`src/rtl/cache_ctrl.sv`:
```
// -----------------------------------------------------------------------------
// cache_ctrl
//   Sequencer between a CPU load/store port, a small registered-lookup cache
//   and a backing memory. Requests are served one at a time:
//     read hit  : LOOKUP -> CHECK -> RESP
//     read miss : LOOKUP -> CHECK -> MEM_RD -> FILL -> RESP
//     write     : MEM_WR -> FILL -> RESP  (write-through, then install)
//   Saturating hit/miss counters count reads only.
//
// Ports
//   clk, rst            clock; asynchronous active-low reset
//   req_valid/ready     CPU request handshake (ready only in IDLE)
//   req_we/addr/wdata   CPU request fields, latched on accept
//   resp_valid/rdata    one-cycle completion pulse and read data
//   c_we/addr/wdata     cache lookup / install port
//   c_rdata/c_hit       cache lookup result, registered inside the cache
//   mem_req/we/addr/    memory request, held until mem_ack
//   mem_wdata
//   mem_rdata/mem_ack   memory completion (one-cycle ack) and read data
//   hit_cnt/miss_cnt    saturating read hit / miss counters
// -----------------------------------------------------------------------------
module cache_ctrl #(
    parameter int ADDR_WIDTH = 8,
    parameter int DATA_WIDTH = 8,
    parameter int CNT_WIDTH  = 16
) (
    input  logic                  clk,
    input  logic                  rst,
    input  logic                  req_valid,
    output logic                  req_ready,
    input  logic                  req_we,
    input  logic [ADDR_WIDTH-1:0] req_addr,
    input  logic [DATA_WIDTH-1:0] req_wdata,
    output logic                  resp_valid,
    output logic [DATA_WIDTH-1:0] resp_rdata,
    output logic                  c_we,
    output logic [ADDR_WIDTH-1:0] c_addr,
    output logic [DATA_WIDTH-1:0] c_wdata,
    input  logic [DATA_WIDTH-1:0] c_rdata,
    input  logic                  c_hit,
    output logic                  mem_req,
    output logic                  mem_we,
    output logic [ADDR_WIDTH-1:0] mem_addr,
    output logic [DATA_WIDTH-1:0] mem_wdata,
    input  logic [DATA_WIDTH-1:0] mem_rdata,
    input  logic                  mem_ack,
    output logic [CNT_WIDTH-1:0]  hit_cnt,
    output logic [CNT_WIDTH-1:0]  miss_cnt
);

    typedef enum logic [2:0] {
        IDLE,
        LOOKUP,
        CHECK,
        MEM_RD,
        MEM_WR,
        FILL,
        RESP
    } state_t;

    localparam logic [CNT_WIDTH-1:0] CNT_ONE = {{(CNT_WIDTH-1){1'b0}}, 1'b1};

    state_t                state;
    state_t                next_state;
    logic                  we_q;
    logic [ADDR_WIDTH-1:0] addr_q;
    logic [DATA_WIDTH-1:0] wdata_q;
    logic [DATA_WIDTH-1:0] rdata_q;

    // NOTE: every branch of a combinational block must assign its outputs;
    // assigning the default first means no path can leave next_state unassigned
    // and infer a latch.
    always_comb begin
        next_state = state;
        unique case (state)
            IDLE:    if (req_valid) next_state = req_we ? MEM_WR : LOOKUP;
            LOOKUP:  next_state = CHECK;
            CHECK:   next_state = c_hit ? RESP : MEM_RD;
            MEM_RD:  if (mem_ack) next_state = FILL;
            MEM_WR:  if (mem_ack) next_state = FILL;
            FILL:    next_state = RESP;
            RESP:    next_state = IDLE;
            default: next_state = IDLE;
        endcase
    end

    // NOTE: sequential state uses non-blocking assignments so every register
    // samples the pre-edge values, independent of statement order.
    always_ff @(posedge clk or negedge rst) begin
        if (!rst) begin
            state    <= IDLE;
            we_q     <= 1'b0;
            addr_q   <= '0;
            wdata_q  <= '0;
            rdata_q  <= '0;
            hit_cnt  <= '0;
            miss_cnt <= '0;
        end else begin
            state <= next_state;
            if (state == IDLE && req_valid) begin
                we_q    <= req_we;
                addr_q  <= req_addr;
                wdata_q <= req_wdata;
            end
            if (state == CHECK) begin
                if (c_hit) begin
                    rdata_q <= c_rdata;
                    if (hit_cnt != '1) hit_cnt <= hit_cnt + CNT_ONE;
                end else if (miss_cnt != '1) begin
                    miss_cnt <= miss_cnt + CNT_ONE;
                end
            end
            if (state == MEM_RD && mem_ack) rdata_q <= mem_rdata;
        end
    end

    // Outputs are registered from next_state so they line up exactly with the
    // state they belong to. Values needed on the same edge that latches
    // addr_q/rdata_q are taken from the source directly.
    always_ff @(posedge clk or negedge rst) begin
        if (!rst) begin
            req_ready  <= 1'b1;
            resp_valid <= 1'b0;
            resp_rdata <= '0;
            c_we       <= 1'b0;
            c_addr     <= '0;
            c_wdata    <= '0;
            mem_req    <= 1'b0;
            mem_we     <= 1'b0;
            mem_addr   <= '0;
            mem_wdata  <= '0;
        end else begin
            req_ready  <= (next_state == IDLE);
            resp_valid <= (next_state == RESP);
            c_we       <= (next_state == FILL);
            mem_req    <= (next_state == MEM_RD) || (next_state == MEM_WR);
            mem_we     <= (next_state == MEM_WR);

            if (state == IDLE && next_state == LOOKUP) c_addr <= req_addr;
            if (state == IDLE && next_state == MEM_WR) begin
                mem_addr  <= req_addr;
                mem_wdata <= req_wdata;
            end
            if (state == CHECK && next_state == MEM_RD) mem_addr <= addr_q;
            if (next_state == FILL) begin
                c_addr  <= addr_q;
                c_wdata <= we_q ? wdata_q : mem_rdata;
            end
            if (next_state == RESP) resp_rdata <= (state == CHECK) ? c_rdata : rdata_q;
        end
    end

endmodule

```
`config.mk`:
```
export PLATFORM = sky130hd
export DESIGN_NAME = cache_ctrl
export DESIGN_NICKNAME = d
export VERILOG_FILES = /design/src/rtl/cache_ctrl.sv
export SDC_FILE = /design/constraint.sdc
export NUM_CORES = 1
export LEC_CHECK = 0
export CAP_MARGIN = 20
export CORE_MARGIN = 2
export CORE_UTILIZATION = 46
export DETAILED_ROUTE_END_ITERATION = 8
export GPL_TIMING_DRIVEN = 0
export PLACE_DENSITY = 0.75
export SYNTH_ARGS = -nofsm -noshare
export SYNTH_HDL_FRONTEND = slang
export SYNTH_SLANG_ARGS = --single-unit
```
`constraint.sdc`:
```
create_clock -name clk -period 5.05 [get_ports clk]
set_input_delay 1.01 -clock clk [delete_from_list [all_inputs] [get_ports clk]]
set_output_delay 1.01 -clock clk [all_outputs]
set_load 0.05 [all_outputs]
```
After elaboration in Yosys (flattened, before gate mapping). Cells that the tools add are included.

Eq/ne operators: 12. Bitwise gates (word level): 1. Add/subtract/negate cells: 2. Reductions and logical operators: 16. Multiplexer cells: 14.

Operator list (count): two-way mux 8 bit (9); adder 16 x 1 -> 16 bit (second input constant) (2); inequality test 16 bit (second input constant) (2); equality test 3 bit (second input constant) (5); case mux 3 bit (5 select lines) (1); two-way mux 3 bit (4); equality test 3 x 2 -> 1 bit (second input constant) (3); nonzero test 2 bit (4); equality test 3 x 1 -> 1 bit (second input constant) (2); logical NOT 3 bit (2); AND reduction 3 bit (2); logical AND 1 bit (5); AND reduction 2 bit (1); OR reduction 2 bit (1); logical OR 1 bit (1); NOT 1 bit (1).

Bits of input ports: 38. Register bits: 105. Logic and storage cells: 62. Output and inout port bits: 77.

Depth between registers and ports, before layout. Gate-level depths: netlist (run 1).

Depth in word-level cells: 7. Gate-level depth with buffers: 9. Gate-level depth less buffers: 6.

Worst setup path after synthesis (run 1). OpenSTA, ideal clock, no wires.

Path kind: input port to flip-flop. From: input c_hit. To: register miss_cnt[9]. Path buffers: 0. Path slack: 2.439 ns. Data required time: 4.907 ns. Stages on the path: 5. Library setup time: 0.143 ns. Arrival time: 2.468 ns. Path through: or4b_4 > or4_4 > a21oi_2 > nand3_1 > xnor2_1.

Word-level cells in the longest chain between the ends: 2.

Ends and longest elaborated chain: start, declared (RTL line 40) `input logic c_hit,`; NOT 1 bit (no line); AND reduction 3 bit (no line); end signal, assigned (RTL line 110) `miss_cnt <= miss_cnt + CNT_ONE;`; end, declared (RTL line 48) `output logic [CNT_WIDTH-1:0] miss_cnt`.

Every way passes these cells. A chain may end at the register's enable or synchronous reset.

Final worst setup path (run 1).
From: input c_hit. To: register c_wdata[6].

Word-level cells in the longest chain between the ends: 3.

Ends and longest elaborated chain: two-way mux 3 bit (RTL line 78) `CHECK: next_state = c_hit ? RESP : MEM_RD;`; case mux 3 bit (5 select lines) (RTL line 75) `unique case (state)`; equality test 3 bit (RTL line 145) `if (next_state == FILL) begin`; end signal, assigned (RTL line 147) `c_wdata <= we_q ? wdata_q : mem_rdata;`; end, declared (RTL line 38) `output logic [DATA_WIDTH-1:0] c_wdata,`.

Every way passes these cells.

==> impl_metrics.toml, run 1 <==
[status]
run_status = "complete, no violations"

[clock_tree]
tritoncts = "built"
clkLatencyLatePin_ns = 0.37
post_cts_resized = 0
clockRootBuffer = "sky130_fd_sc_hd__clkbuf_8"
cts.htree.levels = 3
post_cts_buffers = 0
worst_setup_hold_path_clk_slew_ns = 0.10
cts_num_sinks = 105
clockBufferDepth = 2
numCtsBuffers = 9
ctsHoldBuffers = 0

[setup_path]
critical_path.endpoint_type = "flip-flop"
critPathLaunchType = "input pin"
arrival_time_reported_for_the_critical_path_endpoint_ns = 3.32
required_ns = 5.33
worst-path-max-fanout = 10
ws_path_type = "in -> reg"

[power_and_ir_drop]
comb_power_share = 0.516
clock_power_share = 0.129
total_leakage_power_nw = 2.69
power.density_nw_per_um2 = 620
p_switching_mw = 1.76
cell_internal_pwr_mw = 2.06
p_total_mw = 3.82
ir_worst_vdd_uv = 337
power.share.sequential = 0.356
netSwitchingFraction = 0.461

[sta]
timing.final.hold_violations = 0
grt_setup_unrepaired = "no"
fin_worst_skew_ns = 0.0117
max_clock_freq_ghz = 0.329
pin_slew_with_the_least_headroom_to_its_limit_ns = 0.770
setup_viol = 0
slew_headroom = 0.487
layout_setup_ws_ns = 2.01
fin_crit_ns = 3.04
maxSlewViolCount = 0
final.period_utilization = 0.603

[floorplan]
fp-row-count = 36
initial_util = 0.475
ios = 115
die_height_um = 104
die_width_um = 104
coreArea_um2 = 9770
die_area_um2 = 10900

[place]
place.port_buffers = 114
placement.cell_area_um2 = 5980
estimated_wirelength_of_the_detail_placed_design_um = 8100
routabilityCongestion = 0.792
dpl_worst_slack_ns = 1.62

[routing]
vias_per_cell = 5.31
postRouteAntennaNets = 0
dr.pass1.iters = 4
routed-via-count = 3589
totalWireLength_um = 11100
drt_iter0_markers = 108
drc_errors = 0
route.detailed.wl_per_inst_um = 16.3

[synth]
synthArstFlopShare = 1.00
netlist-cell-type-count = 42
synth.cell_area_um2 = 4640
postSynth.topFlopCell = "sky130_fd_sc_hd__dfrtp_1"
yosysWarnings = 0
postSynthNetCount = 452
yosysSeqAreaShare = 0.566
ys_seq_elements = 105
netlist_instances = 412
post_synth.cell_area_avg_um2 = 11.3
synth_edf_count = 0

[finish]
nNetsFinal = 578
layout.cells.most_common = "sky130_fd_sc_hd__clkdlybuf4s50_1"
drive_gt1_frac = 0.105
fillCellCount = 841
antenna_cells = 0
fin_area_um2 = 6160
layout.cells.most_common_list = "sky130_fd_sc_hd__clkdlybuf4s50_1 (113), sky130_fd_sc_hd__dfrtp_1 (104), sky130_fd_sc_hd__mux2i_1 (43)"
area_delta_synth_final_pct = 32.5

[grt]
grt_first_pass_wirelength_um = 18300
via_count_of_the_first_global_routing_pass = 3619
grt_usage = 0.210
antenna_found_initial = 0
pin_count_of_the_biggest_net_entering_global_routing = 59
globalRouteOverflowTotal = 0

[worst_hold_path]
worstHoldPathType = "reg -> reg"

[flow_run]
max-cap-violations = 0
[synth_stat cells, types with 2 or more instances]
cell type                  number  area (um2)
sky130_fd_sc_hd__mux2_2        26         293
sky130_fd_sc_hd__nor4b_1        2        17.5
sky130_fd_sc_hd__nor2b_1        2        12.5
sky130_fd_sc_hd__nand3_1       14        70.1
sky130_fd_sc_hd__a211oi_1       2        15.0
sky130_fd_sc_hd__nand2b_1       3        18.8
sky130_fd_sc_hd__buf_2          6        30.0
sky130_fd_sc_hd__and4_1         3        26.3
sky130_fd_sc_hd__clkbuf_1       8        30.0
sky130_fd_sc_hd__nor3_1         8        40.0
sky130_fd_sc_hd__o21ai_0       33         165
sky130_fd_sc_hd__nor4_1         2        12.5
sky130_fd_sc_hd__ha_1           2        25.0
sky130_fd_sc_hd__xor2_1        11        96.3
sky130_fd_sc_hd__xnor2_1       13         114
sky130_fd_sc_hd__mux2i_1       43         430
sky130_fd_sc_hd__dfrtp_1      104        2600
sky130_fd_sc_hd__nand4_1        7        43.8
sky130_fd_sc_hd__nand2_1       39         146
sky130_fd_sc_hd__buf_1          2        7.51
sky130_fd_sc_hd__nor2_1        35         131
sky130_fd_sc_hd__inv_1          7        26.3
sky130_fd_sc_hd__a21oi_1       21         105
[sequential cells by signal, indices dropped and copies added (netlist names)]
signal and flops:
mem_wdata 8, hit_cnt 16, miss_cnt 16, addr_q 8, rdata_q 8, mem_addr 8
c_addr 8, state 3, req_ready 1, wdata_q 8, resp_rdata 8, mem_req 1
c_wdata 8, resp_valid 1, c_we 1, we_q 1, mem_we 1
[per-layer routing]
layer | track usage | vias to the layer above | wire (um)
li1 | - | 1705 | -
met1 | 0.271 | 1765 | 4810
met2 | 0.337 | 101 | 5340
met3 | 0.0583 | 18 | 704
met4 | 0.0801 | 0 | 198
met5 | 0 | - | 0
[logic make-up (layout without fill, tap and decap cells)]
family          count (synthesis)  in the layout  synth area share
simple gates                  124            124             0.129
compound gates                 64             64            0.0762
fa+ha+maj                       2              2           0.00539
buf+inv                        24            155            0.0226
xor+xnor                       24             24            0.0453
mux                            69             69             0.156
flops                         105            105             0.566
[critical path: stages]
cell,delay (ns)
sky130_fd_sc_hd__clkdlybuf4s50_1,0.55
sky130_fd_sc_hd__nand2b_1,0.12
sky130_fd_sc_hd__a21oi_1,0.62
sky130_fd_sc_hd__nor3_1,0.09
sky130_fd_sc_hd__buf_2,0.25
sky130_fd_sc_hd__or2_0,0.24
sky130_fd_sc_hd__clkbuf_1,0.21
sky130_fd_sc_hd__o21ai_0,0.22
[cell type report]
type,instances,area [um2],area share
repair buffers,115,1170,0.189
inverters,7,26.3,0.00427
multi-input cells,283,1910,0.310
well taps,133,166,0.0270
clock buffers,9,124,0.0201
plain buffers,17,78.8,0.0128
flip-flops and latches,105,2630,0.427
clock inverters,7,55.1,0.00894
[metrics by stage]
| step | util | setup TNS [ns] | cells | hold slack, ns |
|---|---|---|---|---|
| floorplan | - | 0 | 412 | 0.467 |
| global placement | 0.609 | -96.61 | 659 | 0.478 |
| detailed placement | 0.611 | 0 | 660 | 0.475 |
| CTS | 0.630 | 0 | 676 | 0.500 |
| global route | 0.630 | 0 | 676 | 0.527 |
| finish | 0.630 | 0 | 676 | 0.495 |
[final timing paths]
kind	startpoint	slack, ns	depth (start not counted)	end
setup / recovery	c_hit	2.01	8	c_wdata[6]$_DFFE_PN0N_
hold / removal	hit_cnt[10]$_DFFE_PN0P_	0.50	1	hit_cnt[10]$_DFFE_PN0P_
setup reg to reg	state[2]$_DFF_PN0_	2.61	7	c_wdata[6]$_DFFE_PN0N_
hold reg to reg	hit_cnt[10]$_DFFE_PN0P_	0.50	1	hit_cnt[10]$_DFFE_PN0P_
max in group asynchronous	rst	3.69	2	c_wdata[2]$_DFFE_PN0N_
min in group asynchronous	rst	0.65	1	hit_cnt[14]$_DFFE_PN0P_
[power groups by stage]
stage               Combinational (mW)  Clock [mW]  Sequential [mW]
finish                            1.97       0.491             1.36
global route                      2.11       0.533             1.40
CTS                               1.98       0.504             1.36
detailed placement                1.98           0             1.37
global placement                  1.94           0             1.35
floorplan                        0.661           0             2.02
Note: power is estimated with default switching activity, not from simulation.
==> run 2, diff against run 1 <==
CORE_UTILIZATION = 45   (was 46)
PLACE_DENSITY = 0.77   (was 0.75)
clock period = 2.48 ns   (was 5.05 ns; I/O delays follow)
==> impl_metrics.toml, run 2 (synthesis gave the netlist of run 1 again) <==
[clock_tree]
worst_setup_hold_path_clk_slew_ns = 0.10
clockBufferDepth = 2
clockRootBuffer = "sky130_fd_sc_hd__clkbuf_8"
cts.htree.levels = 3
post_cts_buffers = 0
cts_num_sinks = 105
ctsHoldBuffers = 0
tritoncts = "built"
post_cts_resized = 2
numCtsBuffers = 9
clkLatencyLatePin_ns = 0.38

[finish]
drive_gt1_frac = 0.116
finalCoreUtilization = 0.612
fin_area_um2 = 6240
largest_registers = "hit_cnt (16), miss_cnt (16)"
layout.cells.most_common = "sky130_fd_sc_hd__clkdlybuf4s50_1"
antenna_cells = 0
nNetsFinal = 578
layout.cells.most_common_list = "sky130_fd_sc_hd__clkdlybuf4s50_1 (113), sky130_fd_sc_hd__dfrtp_1 (104), sky130_fd_sc_hd__mux2i_1 (43)"
area_delta_synth_final_pct = 34.3

[floorplan]
die_area_um2 = 11100
ios = 115
initial_util = 0.456
die_width_um = 106
die_height_um = 106
coreArea_um2 = 10200
fp-row-count = 37

[flow_run]
max-cap-violations = 0

[status]
run_status = "complete, no violations"

[routing]
route.detailed.wl_per_inst_um = 16.1
totalWireLength_um = 10900
vias_per_cell = 5.29
postRouteAntennaNets = 0
dr.pass1.iters = 5
routed-via-count = 3590
drc_errors = 0
drt_iter0_markers = 78

[sta]
pin_slew_with_the_least_headroom_to_its_limit_ns = 0.697
slew_headroom = 0.531
fin_worst_skew_ns = 0.0245
grt_setup_unrepaired = "no"
setup_viol = 0
max_clock_freq_ghz = 0.427
layout_setup_ws_ns = 0.140
maxSlewViolCount = 0
final.period_utilization = 0.944
timing.final.hold_violations = 0
fin_crit_ns = 2.34
setup_total_negative_slack_ns = 0

[grt]
grt_usage = 0.205
via_count_of_the_first_global_routing_pass = 3634
pin_count_of_the_biggest_net_entering_global_routing = 67
grt_first_pass_wirelength_um = 17900
globalRouteOverflowTotal = 0
antenna_found_initial = 0

[setup_path]
crit_slowest_cell = "sky130_fd_sc_hd__or4_4"
worst_r2r_endpoint = "miss_cnt[9]$_DFFE_PN0P_"
path_cells = "clkdlybuf4s50_1, or4b_4, or4_4, a21oi_2, nand3_1, xnor2_1"
rrSetupSlack_ns = 0.20
required_ns = 2.73
ff2ff_path_depth = 6
critical_path.endpoint_type = "flip-flop"
critical_path.reg2reg.startpoint = "state[0]$_DFF_PN0_"
ws_path_type = "in -> reg"
worst-path-max-fanout = 5
max_stage_delay_ns = 0.58
critPathLaunchType = "input pin"
arrival_time_reported_for_the_critical_path_endpoint_ns = 2.59

[power_and_ir_drop]
p_switching_mw = 3.59
clock_power_share = 0.149
cell_internal_pwr_mw = 4.41
netSwitchingFraction = 0.449
power.density_nw_per_um2 = 1280
comb_power_share = 0.508
power.share.sequential = 0.344
total_leakage_power_nw = 2.73
ir_worst_vdd_uv = 760

[place]
estimated_wirelength_of_the_detail_placed_design_um = 7950
placement.cell_area_um2 = 5980
routabilityCongestion = 0.849
dpl_worst_slack_ns = -0.418
place.port_buffers = 114

[worst_hold_path]
worstHoldPathType = "in -> async"
## run 2: changes by cell type in the layout (fill, tap and decap cells not counted), sizes merged
cell	previous run	this run
bufinv	0	2
clkinvlp	4	2
## run 2: critical path, delay by kind of cell
kind	cells	cell delay, ns
compound gates	1	0.19
xor+xnor	1	0.14
buf+inv	1	0.51
simple gates	3	1.25
## run 2: power by group through the flow
stage / Combinational, mW / Sequential [mW] / Clock, mW
floorplan: 1.35 / 4.11 / 0
global placement: 3.95 / 2.75 / 0
detailed placement: 4.05 / 2.78 / 0
CTS: 4.07 / 2.75 / 1.22
global route: 4.33 / 2.84 / 1.29
finish: 4.06 / 2.75 / 1.19
## run 2: final cells by class
type / instances / area (um2)
inverter: 7 / 26.3
buffer: 17 / 85.1
clock inverter: 7 / 100
sequential: 105 / 2630
timing repair buffer: 115 / 1170
tap: 136 / 170
fill: 843 / 3950
clock buffer: 9 / 124
multi-input combinational: 283 / 1940
## run 2: through the flow
| step | instances | power (mW) | hold slack (ns) |
|---|---|---|---|
| 2_1_floorplan | 412 | 5.46 | 0.200 |
| 3_3_place_gp | 662 | 6.70 | 0.462 |
| 4_1_cts | 679 | 8.04 | 0.104 |
| 5_1_grt | 679 | 8.46 | 0.128 |
| 6_report | 679 | 8.00 | 0.0979 |
| 3_5_place_dp | 663 | 6.83 | 0.474 |
## run 2: worst max-delay path by stage
stage                            start                        to
2_1_floorplan  miss_cnt[0]$_DFFE_PN0P_  miss_cnt[12]$_DFFE_PN0P_
3_3_place_gp                       rst  mem_wdata[1]$_DFFE_PN0P_
3_5_place_dp                 req_valid   mem_addr[6]$_DFFE_PN0P_
4_1_cts                      req_valid    c_wdata[4]$_DFFE_PN0N_
5_1_grt                          c_hit     c_addr[1]$_DFFE_PN0P_
6_report                         c_hit   miss_cnt[9]$_DFFE_PN0P_
## run 2: layer usage
layer	track usage	vias to the layer above	share of wire
met1	0.268	1763	0.44
met5	0	-	0
met4	0.0930	0	0.026
li1	-	1702	-
met2	0.324	99	0.48
met3	0.0495	26	0.053
==> run 3, diff against run 2 <==
GPL_ROUTABILITY_DRIVEN = 0   (was default)
==> results of run 3 <==
No change in the layout: final DEF, timing and power equal those of run 2.
